**src/rtl/hazard_stall_unit.sv**
```systemverilog
// Load-use / branch-wait hazard controller driving ID noop and front-end enables.
// Optional statistics counters built only when HAZARD_STATS_EN is defined.
module hazard_stall_unit #(
  parameter int BR_TIMEOUT = 3,
  parameter int STAT_W     = 16
) (
  input  logic              clk,
  input  logic              reset,
  input  logic [31:0]       Instruction_ID,
  input  logic              MemRead_EX,
  input  logic [4:0]        Rt_EX,
  input  logic              Branch_ID,
  input  logic              Jump_control_ID,
  input  logic              Branch_resolved,
  input  logic              Branch_taken,
  output logic              ID_Control_Noop,
  output logic              PCWrite,
  output logic              IFID_Write,
  output logic              IFID_Flush,
  output logic [STAT_W-1:0] Stall_cycles,
  output logic [STAT_W-1:0] Load_stalls
);

  typedef enum logic {RUN, BR_WAIT} state_t;

  typedef struct packed {
    logic noop;
    logic pc_write;
    logic ifid_write;
    logic ifid_flush;
  } ctl_t;

  localparam ctl_t CTL_RST   = '{noop: 1'b1, pc_write: 1'b0, ifid_write: 1'b0, ifid_flush: 1'b1};
  localparam ctl_t CTL_GO    = '{noop: 1'b0, pc_write: 1'b1, ifid_write: 1'b1, ifid_flush: 1'b0};
  localparam ctl_t CTL_HOLD  = '{noop: 1'b1, pc_write: 1'b0, ifid_write: 1'b0, ifid_flush: 1'b0};
  localparam ctl_t CTL_JUMP  = '{noop: 1'b0, pc_write: 1'b1, ifid_write: 1'b1, ifid_flush: 1'b1};
  localparam ctl_t CTL_TAKEN = '{noop: 1'b1, pc_write: 1'b1, ifid_write: 1'b0, ifid_flush: 1'b1};
  localparam logic [3:0] WLAST = 4'(BR_TIMEOUT - 1);

  state_t     state, state_nxt;
  logic [3:0] wcnt, wcnt_nxt;
  ctl_t       ctl;
  logic       load_taken;

  logic [5:0] op;
  logic [4:0] rs, rt;
  logic       uses_rt, load_use;

  assign op      = Instruction_ID[31:26];
  assign rs      = Instruction_ID[25:21];
  assign rt      = Instruction_ID[20:16];
  assign uses_rt = (op == 6'b000000) || (op == 6'b101011) || (op == 6'b000100);
  assign load_use = MemRead_EX && (Rt_EX != 5'd0) &&
                    ((Rt_EX == rs) || (uses_rt && (Rt_EX == rt)));

  always_comb begin
    ctl        = CTL_GO;
    state_nxt  = state;
    wcnt_nxt   = wcnt;
    load_taken = 1'b0;
    if (reset) begin
      ctl = CTL_RST;
    end else begin
      case (state)
        RUN: begin
          if (load_use) begin
            ctl        = CTL_HOLD;
            load_taken = 1'b1;
          end else if (Branch_ID) begin
            state_nxt = BR_WAIT;
            wcnt_nxt  = 4'd0;
          end else if (Jump_control_ID) begin
            ctl = CTL_JUMP;
          end
        end
        BR_WAIT: begin
          ctl = CTL_HOLD;
          if (Branch_resolved) begin
            ctl       = Branch_taken ? CTL_TAKEN : CTL_GO;
            state_nxt = RUN;
          end else if (wcnt == WLAST) begin
            // No outcome arrived in time: release as not-taken so the front end cannot hang.
            ctl       = CTL_GO;
            state_nxt = RUN;
          end else begin
            wcnt_nxt = wcnt + 4'd1;
          end
        end
        default: state_nxt = RUN;
      endcase
    end
  end

  always_ff @(posedge clk) begin
    if (reset) begin
      state <= RUN;
      wcnt  <= 4'd0;
    end else begin
      state <= state_nxt;
      wcnt  <= wcnt_nxt;
    end
  end

  assign ID_Control_Noop = ctl.noop;
  assign PCWrite         = ctl.pc_write;
  assign IFID_Write      = ctl.ifid_write;
  assign IFID_Flush      = ctl.ifid_flush;

  logic unused_bits;
  assign unused_bits = ^Instruction_ID[15:0];

`ifdef HAZARD_STATS_EN
  logic [STAT_W-1:0] stall_cnt, load_cnt;

  always_ff @(posedge clk) begin
    if (reset) begin
      stall_cnt <= '0;
      load_cnt  <= '0;
    end else begin
      if (!ctl.pc_write && stall_cnt != '1) stall_cnt <= stall_cnt + 1'b1;
      if (load_taken && load_cnt != '1)     load_cnt  <= load_cnt + 1'b1;
    end
  end

  assign Stall_cycles = stall_cnt;
  assign Load_stalls  = load_cnt;
`else
  logic unused_stat;
  assign unused_stat  = load_taken;
  assign Stall_cycles = '0;
  assign Load_stalls  = '0;
`endif

endmodule

```
**config.mk**
```make
export PLATFORM = sky130hd
export DESIGN_NAME = hazard_stall_unit
export DESIGN_NICKNAME = d
export VERILOG_FILES = /design/src/rtl/hazard_stall_unit.sv
export SDC_FILE = /design/constraint.sdc
export NUM_CORES = 1
export LEC_CHECK = 0
export CAP_MARGIN = 10
export CORE_ASPECT_RATIO = 0.7
export CORE_MARGIN = 1.5
export CORE_UTILIZATION = 30
export CTS_CLUSTER_DIAMETER = 200
export DETAILED_ROUTE_END_ITERATION = 8
export PLACE_DENSITY = 0.95
export SETUP_SLACK_MARGIN = 0.5
export SKIP_CTS_REPAIR_TIMING = 1
export SLEW_MARGIN = 20
export SYNTH_ARGS = -nofsm -noshare
export SYNTH_HDL_FRONTEND = slang
export SYNTH_SLANG_ARGS = --single-unit
```
**constraint.sdc**
```tcl
create_clock -name clk -period 2.8 [get_ports clk]
set_clock_uncertainty 0.05 [all_clocks]
set_input_delay 0.42 -clock clk [delete_from_list [all_inputs] [get_ports clk]]
set_output_delay 0.42 -clock clk [all_outputs]
set_load 0.005 [all_outputs]
```
## Word level (Yosys, flattened, before mapping)

Index checks and enable logic that the tools add are counted.

| storage, ports and cells | value |
|---|---|
| flip-flop bits (word level) | 5 |
| output and inout bits | 36 |

| operators by class | value |
|---|---|
| add/subtract/negate cells | 1 |
| equal/unequal tests | 9 |
| multiplexer cells | 18 |
| bitwise operators | 1 |
| reduce and logical (&&, ||, !) cells | 9 |

Operators with widths:

| kind | number |
|---|---|
| 2-to-1 mux 4 bit | 9 |
| one-hot mux 4 bit (2 select lines) | 2 |
| equality test 5 bit | 2 |
| != test 2 bit (second input constant) | 4 |
| equality test 6 x 3 -> 1 bit (second input constant) | 1 |
| equality test 6 bit (second input constant) | 1 |
| logical NOT 6 bit | 1 |
| 2-to-1 mux 1 bit | 6 |
| nonzero test 5 bit | 1 |
| adder 4 x 1 -> 4 bit (second input constant) | 1 |
| equality test 4 x 2 -> 1 bit (second input constant) | 1 |
| AND reduction 4 bit | 1 |
| logical AND 1 bit | 3 |
| logical OR 1 bit | 3 |
| one-hot mux 1 bit (2 select lines) | 1 |
| NOT 1 bit | 1 |

## Depth between registers and ports, before layout

Gate-level depths: netlist (run 1).

| logic depth | value |
|---|---|
| word-level depth | 9 |
| gate-level depth with buffers | 6 |
| mapped depth without buffers | 6 |

## Worst setup path before layout (run 1)

Ideal clock, no wire load.

| timing | value |
|---|---|
| path type | input to output |
| start point | in Instruction_ID[27] |
| end point | out IFID_Write |
| arrival time | 1.554 ns |
| required time | 2.330 ns |
| setup slack | 0.776 ns |
| stages | 5 |
| path buffers | 0 |
| path through | or4_4 -> o21ai_2 -> nand3_2 -> a211o_1 -> and2_1 |

| between the ends | value |
|---|---|
| word-level cells in the longest chain between the ends | 9 |

Ends and longest elaborated chain:

| element | line | text |
|---|---|---|
| from (decl) | 9 | `input logic [31:0] Instruction_ID,` |
| equality test 6 bit or logical NOT 6 bit (tied branches) | 52 | `assign uses_rt = (op == 6'b000000) \|\| (op == 6'b101011) \|\| (op == 6'b000100);` |
| logical OR 1 bit | 52 |  |
| logical OR 1 bit (*) | 52 |  |
| logical AND 1 bit (*) | 54 | `((Rt_EX == rs) \|\| (uses_rt && (Rt_EX == rt)));` |
| logical OR 1 bit (*) | 54 |  |
| logical AND 1 bit (*) | 53 | `assign load_use = MemRead_EX && (Rt_EX != 5'd0) &&` |
| 2-to-1 mux 4 bit (*) | 66 | `if (load_use) begin` |
| one-hot mux 4 bit (2 select lines) (*) | 64 | `case (state)` |
| 2-to-1 mux 4 bit (*) | 61 | `if (reset) begin` |
| to (decl) | 18 | `output logic IFID_Write,` |

Mark *: on every way between the ends. The rest lies on a longest branch, timed or not.

## Final worst setup path (run 1)

| timing | value |
|---|---|
| start point | in Rt_EX[0] |
| end point | out PCWrite |

| between the ends | value |
|---|---|
| word-level cells in the longest chain between the ends | 7 |

Ends and longest elaborated chain:

| element | line | text |
|---|---|---|
| from (decl) | 11 | `input logic [4:0] Rt_EX,` |
| equality test 5 bit | 54 |  |
| logical AND 1 bit | 54 |  |
| logical OR 1 bit | 54 |  |
| logical AND 1 bit (*) | 53 |  |
| 2-to-1 mux 4 bit (*) | 66 |  |
| one-hot mux 4 bit (2 select lines) (*) | 64 |  |
| 2-to-1 mux 4 bit (*) | 61 |  |
| to (decl) | 17 | `output logic PCWrite,` |

Marks and branches as above.

==> results.md, run 1 <==
* Worst hold path cell count at 2
* Internal at 194 uW
* Crit-path most repeated cell: buf_6
* Largest net degree at the start of global routing at 8
* Req. time, crit path at 2.33 ns
* PortBufs at 31
* Clock Latency Late Sink at 0.25 ns
* Synthesized flop and latch total at 5
* Detailed-route via count at 680
* Residual DRC at 0
* Power Total at 286 uW
* DRT antenna net count at 0
* Die area at 0.00282 mm^2
* Total number of yosys warnings at 0
* Switching power at 92.3 uW
* Initial Utilization at 33.2%
* Reg2reg path depth at 7
* Initial DRC Count at 26
* Final cell count without fillers at 174
* Number of global-route vias before repair at 540
* Global Route met2 Usage at 17.8%
* CTS tree: done
* Layout cells sized above 1 at 29.6%
* Comb pwr share at 43.1%
* Flop2flop setup slack at 0.99 ns
* Most Used Layer, Global Route: met2
* Run status: finished, final reports clean
* Leakage power at 0.615 nW
* Core area at 0.00226 mm^2
* RSZ-0062 raised after global routing: yes
* Final setup viols at 0
* Placed insts at 167
* Total grt overflow at 0
* Final core utilization at 52.0%
* WHS Endpoint: wcnt[3]
* Via density at 3.91
* Antenna violations before repair at 0
* Clk pwr share at 29.4%
* R2r startpoint: wcnt[0]
* Final period util at 82.0%
* H-tree level count at 1
* Crit path kind: in -> out
* CP cell instances: buf_6, or4_4, o21ai_4, a21oi_4, buf_6, buf_6, a211oi_2, buf_2
* Worst path slowest cell: or4_4
* Sw Share at 32.2%
* Commonest non-fill, non-tap cell in the layout: conb_1
* Fmax achieved at 0.435 GHz
* WL/cell at 9.85 um
* Hold Violations, Final at 0
* Crit. End Element: output port
* Min-delay src: wcnt[3]
* FP Rows at 14
* Sequential share of power at 27.5%
* IO Pins at 80
* Post-synth cell types at 31
* Post-DP HPWL at 1420 um
* Hold crit path type: reg -> reg
* Mapped Cells at 95
* Slew Viols, Final at 0
* Final wirelength at 1710 um
* Clk sink count at 5
* Crit Path Max Fanout at 2
* Root buffer cell: clkbuf_4
* Clk slew on worst S/H paths at 0.04 ns
* Worst vdd ir at 0.0000729 V
* Met1 Use GR at 13.9%
* # nets final at 189
* R2R Path End: wcnt[1]
* Crit path largest cell delay at 0.54 ns
* Worst setup SP type: input pin
* Die height at 44.9 um
* Met3 usage at 2.99%
* Syn Area/Cell at 7.90 um^2
* P&R area growth vs syn at 56.5%
* Diode count at 0
* CTS buffer count at 3
* Setup_tns at 0 ns
* Power per cell area at 244 mW/mm^2
* Clock buffer depth at 2
* Total GRT Usage at 10.8%
* First-pass GRT wire length at 2360 um
* Gp weighted congestion at 0.735
* Commonest non-fill, non-tap cells in the layout: conb_1 (32), dlymetal6s2s_1 (12), buf_4 (11)
* Sequential share of the synthesized area at 13.3%
* Synthesized area at 751 um^2
* Max-cap violations at 0
* Die Wd at 62.8 um
* Min Clock Period, post-route at 2.30 ns
* Worst EP arrival at 1.83 ns
* DRT Pass-1 Iters at 4
-- worst max-delay path by stage --
stage                  startpoint          to  depth (start not counted)
2_1_floorplan  Instruction_ID[27]  IFID_Write                          5
3_3_place_gp             Rt_EX[3]     PCWrite                          6
6_report                 Rt_EX[0]     PCWrite                          8
4_1_cts                  Rt_EX[3]     PCWrite                          6
3_5_place_dp             Rt_EX[3]     PCWrite                          6
5_1_grt                  Rt_EX[0]     PCWrite                          8
-- metrics by stage --
stage                     cell area (um^2)  setup WS [ns]  hold WS, ns
final                                 1170          0.503        0.471
after global routing                  1170          0.451        0.522
after CTS                             1080         -0.195        0.471
after detailed placement              1060         -0.168        0.460
after global placement                1060         -0.205        0.448
after floorplan                        867          0.776        0.433
-- layout make-up --
type | count | area (um^2)
inverter | 2 | 7.51
fill | 218 | 1080
tap | 32 | 40.0
timing repair buffer | 45 | 418
multi-input combinational | 86 | 583
clock buffer | 4 | 26.3
sequential | 5 | 100
-- worst max-delay path: cells and delay by family --
kind	cells	cell delay (ns)
AND/OR/NAND/NOR	1	0.54
buffers and inverters	4	0.45
AO/OA/AOI/OAI	3	0.41
-- power groups by stage --
stage                     clock, mW  combinational [mW]  sequential [mW]
after global placement            0               0.118           0.0795
after CTS                    0.0876               0.121           0.0785
after detailed placement          0               0.121           0.0797
after global routing         0.0905               0.134           0.0792
after floorplan                   0              0.0826           0.0785
final                        0.0843               0.123           0.0787
-- cells in the mapped netlist --
| master | number | share of area [%] |
|---|---|---|
| nand3_2 | 1 | 1.3 |
| a31oi_2 | 1 | 1.7 |
| o21a_1 | 3 | 3.0 |
| or4_4 | 1 | 1.5 |
| ha_1 | 2 | 3.3 |
| nand4_1 | 1 | 0.83 |
| nand3_1 | 1 | 0.67 |
| xnor2_1 | 3 | 3.5 |
| o21ai_0 | 3 | 2.0 |
| a31oi_1 | 1 | 0.83 |
| o21ai_2 | 2 | 2.3 |
| and2_1 | 1 | 0.83 |
| nor3_1 | 1 | 0.67 |
| a211o_1 | 1 | 1.2 |
| xor2_1 | 8 | 9.3 |
| conb_1 | 1 | 0.50 |
| a32o_1 | 1 | 1.3 |
| nor2_1 | 8 | 4.0 |
| buf_4 | 32 | 32 |
| or4_1 | 1 | 1.0 |
| a211oi_2 | 1 | 1.7 |
| and3_1 | 1 | 0.83 |
| a21oi_1 | 3 | 2.0 |
| nor2b_1 | 3 | 2.5 |
| inv_1 | 2 | 1.0 |
| nand2_1 | 3 | 1.5 |
| clkbuf_1 | 1 | 0.50 |
| a21o_1 | 1 | 1.0 |
| nor4_4 | 1 | 2.8 |
| dfxtp_1 | 5 | 13 |
| a211oi_1 | 1 | 1.0 |
-- sequential cells by signal, summed over array words and instances (netlist names) --
name   flops
wcnt       4
state      1
-- routing by layer --
layer	routed length, um	share of wire, %	up-vias
met4	16	0.93	0
met2	859	50	32
met5	0	0	-
met1	722	42	298
met3	116	6.8	3
li1	-	-	347
-- kinds of logic after synthesis --
group | Yosys count | share of synthesized area, %
adder cells (fa/ha/maj) | 2 | 3.33
AND/OR/NAND/NOR | 23 | 18.5
flip-flops | 5 | 13.3
buffers and inverters | 35 | 33.5
other | 1 | 0.500
AO/OA/AOI/OAI | 18 | 18.0
XOR/XNOR | 11 | 12.8
(Power assumes the default switching activity.)
==> run 2: changes to the inputs <==
--- a/config.mk
+++ b/config.mk
@@ -8,10 +8,10 @@
 export CAP_MARGIN = 10
 export CORE_ASPECT_RATIO = 0.7
 export CORE_MARGIN = 1.5
-export CORE_UTILIZATION = 30
+export CORE_UTILIZATION = 26
 export CTS_CLUSTER_DIAMETER = 200
 export DETAILED_ROUTE_END_ITERATION = 8
-export PLACE_DENSITY = 0.95
+export PLACE_DENSITY = 0.88
 export SETUP_SLACK_MARGIN = 0.5
 export SKIP_CTS_REPAIR_TIMING = 1
 export SLEW_MARGIN = 20
==> constraint.sdc (replaced) <==
create_clock -name clk -period 2.1 [get_ports clk]
set_clock_uncertainty 0.05 [all_clocks]
set_input_delay 0.315 -clock clk [delete_from_list [all_inputs] [get_ports clk]]
set_output_delay 0.315 -clock clk [all_outputs]
set_load 0.005 [all_outputs]
==> run 2 against run 1 <==
The run now ends with setup timing left. Non-clock buffer count decreased by 1. Register-to-register slack worse by 0.52 ns. Final cell count grew 1.7%. Critical endpoint is now IFID_Write. Highest routed layer is now met3.
==> results.md, run 2 (synthesized netlist as in run 1, its figures left out) <==
* Run status: finished, violations left
* Failing checks: setup timing
* Setup ws final at -0.0160 ns
* Layout cells sized above 1 at 31.9%
* Gp weighted congestion at 0.841
* Top Registers: wcnt: 4 flops, state: 1 flops
* Crit Path Max Fanout at 3
* Number of global-route vias before repair at 614
* Hold crit path type: reg -> reg
* Final setup viols at 1
* Commonest non-fill, non-tap cells in the layout: conb_1 (32), dlymetal6s2s_1 (11), clkdlybuf4s50_1 (10), buf_4 (10)
* Die height at 48.0 um
* Max-cap violations at 0
* Clock buffer depth at 2
* Final wirelength at 1910 um
* Root buffer cell: clkbuf_8
* Total grt overflow at 0
* Crit. End Element: output port
* Worst EP arrival at 1.75 ns
* Diode count at 0
* Fin area at 0.00123 mm^2
* Residual DRC at 0
* First-pass GRT wire length at 2630 um
* Clk sink count at 5
* Reg2reg path depth at 6
* Min Clock Period, post-route at 2.12 ns
* H-tree level count at 1
* Commonest non-fill, non-tap cell in the layout: conb_1
* Final core utilization at 44.6%
* Clk slew on worst S/H paths at 0.03 ns
* RSZ-0062 raised after global routing: yes
* DP Area at 0.00106 mm^2
* IO Pins at 80
* Leakage power at 0.624 nW
* Largest net degree at the start of global routing at 8
* # nets final at 188
* Die Wd at 67.2 um
* CTS buffer count at 3
* Power Total at 460 uW
* Worst vdd ir at 0.000284 V
* WL/cell at 10.8 um
* Worst setup SP type: input pin
* Pre-CTS WS at -0.615 ns
* Via density at 3.89
* Multi-input gate area at 612 um^2
* Clock Latency Late Sink at 0.22 ns
* Req. time, crit path at 1.74 ns
* Largest register by flop count: wcnt
* Total GRT Usage at 11.0%
* Placed insts at 171
* Detailed-route via count at 689
* Slew Viols, Final at 0
* Hold Violations, Final at 0
* Core area at 0.00276 mm^2
* P&R area growth vs syn at 64.0%
* Initial DRC Count at 8
* Antenna violations before repair at 0
* Die area at 0.00322 mm^2
* Post-DP HPWL at 1430 um
* PortBufs at 31
* DRT Pass-1 Iters at 4
* Initial Utilization at 27.2%
* CTS tree: done
* Fill cells at 267
* Final period util at 101%
* Worst hold path cell count at 2
* DRT antenna net count at 0
* Fmax achieved at 0.473 GHz
* Crit path kind: in -> out
* FP Rows at 16
* Reg area at 100 um^2
* Power per cell area at 374 mW/mm^2
* Final cell count without fillers at 177
* Largest register FFs at 4
[run 2: path summary, 6_finish.rpt]
path / from / slack (ns) / to
max: Rt_EX[0] / -0.02 / IFID_Write
max reg2reg: state / 0.47 / wcnt[1]
min reg2reg: wcnt[3] / 0.48 / wcnt[3]
min: wcnt[3] / 0.48 / wcnt[3]
[run 2: layout make-up]
cell class              count  area share (%)
multi-input cells          86            49.7
well taps                  36            3.66
clock buffers               4            3.66
inverters                   2           0.610
flip-flops and latches      5            8.13
repair buffers             44            34.2
[run 2: worst max-delay path, cell delays in order]
cell,delay [ns]
buf_6,0.09
buf_6,0.12
xor2_4,0.18
nor4_4,0.30
nand3_2,0.16
a211o_1,0.33
and2_4,0.14
buf_6,0.10
[run 2: metrics by stage]
step                      TNS (ns)  hold WS [ns]
after global placement       -2.52         0.450
after detailed placement     -2.62         0.465
after global routing       -0.0419         0.527
final                      -0.0160         0.480
after floorplan                  0         0.433
after CTS                    -2.45         0.473
[run 2: power by group]
| part | total [mW] | leakage [nW] | internal, mW | switching (mW) |
|---|---|---|---|---|
| registers | 0.104 | 0.0407 | 0.0994 | 0.00443 |
| clock network | 0.170 | 0.0228 | 0.130 | 0.0403 |
| logic | 0.186 | 0.560 | 0.0988 | 0.0874 |
[run 2: layer usage]
| metal | GRT usage [%] | vias to the layer above | part of all wire (%) |
|---|---|---|---|
| li1 | - | 347 | - |
| met1 | 12.8 | 323 | 40 |
| met2 | 20.2 | 19 | 57 |
| met3 | 2.82 | 0 | 3.6 |
| met4 | 3.67 | 0 | 0 |
| met5 | 0 | - | 0 |
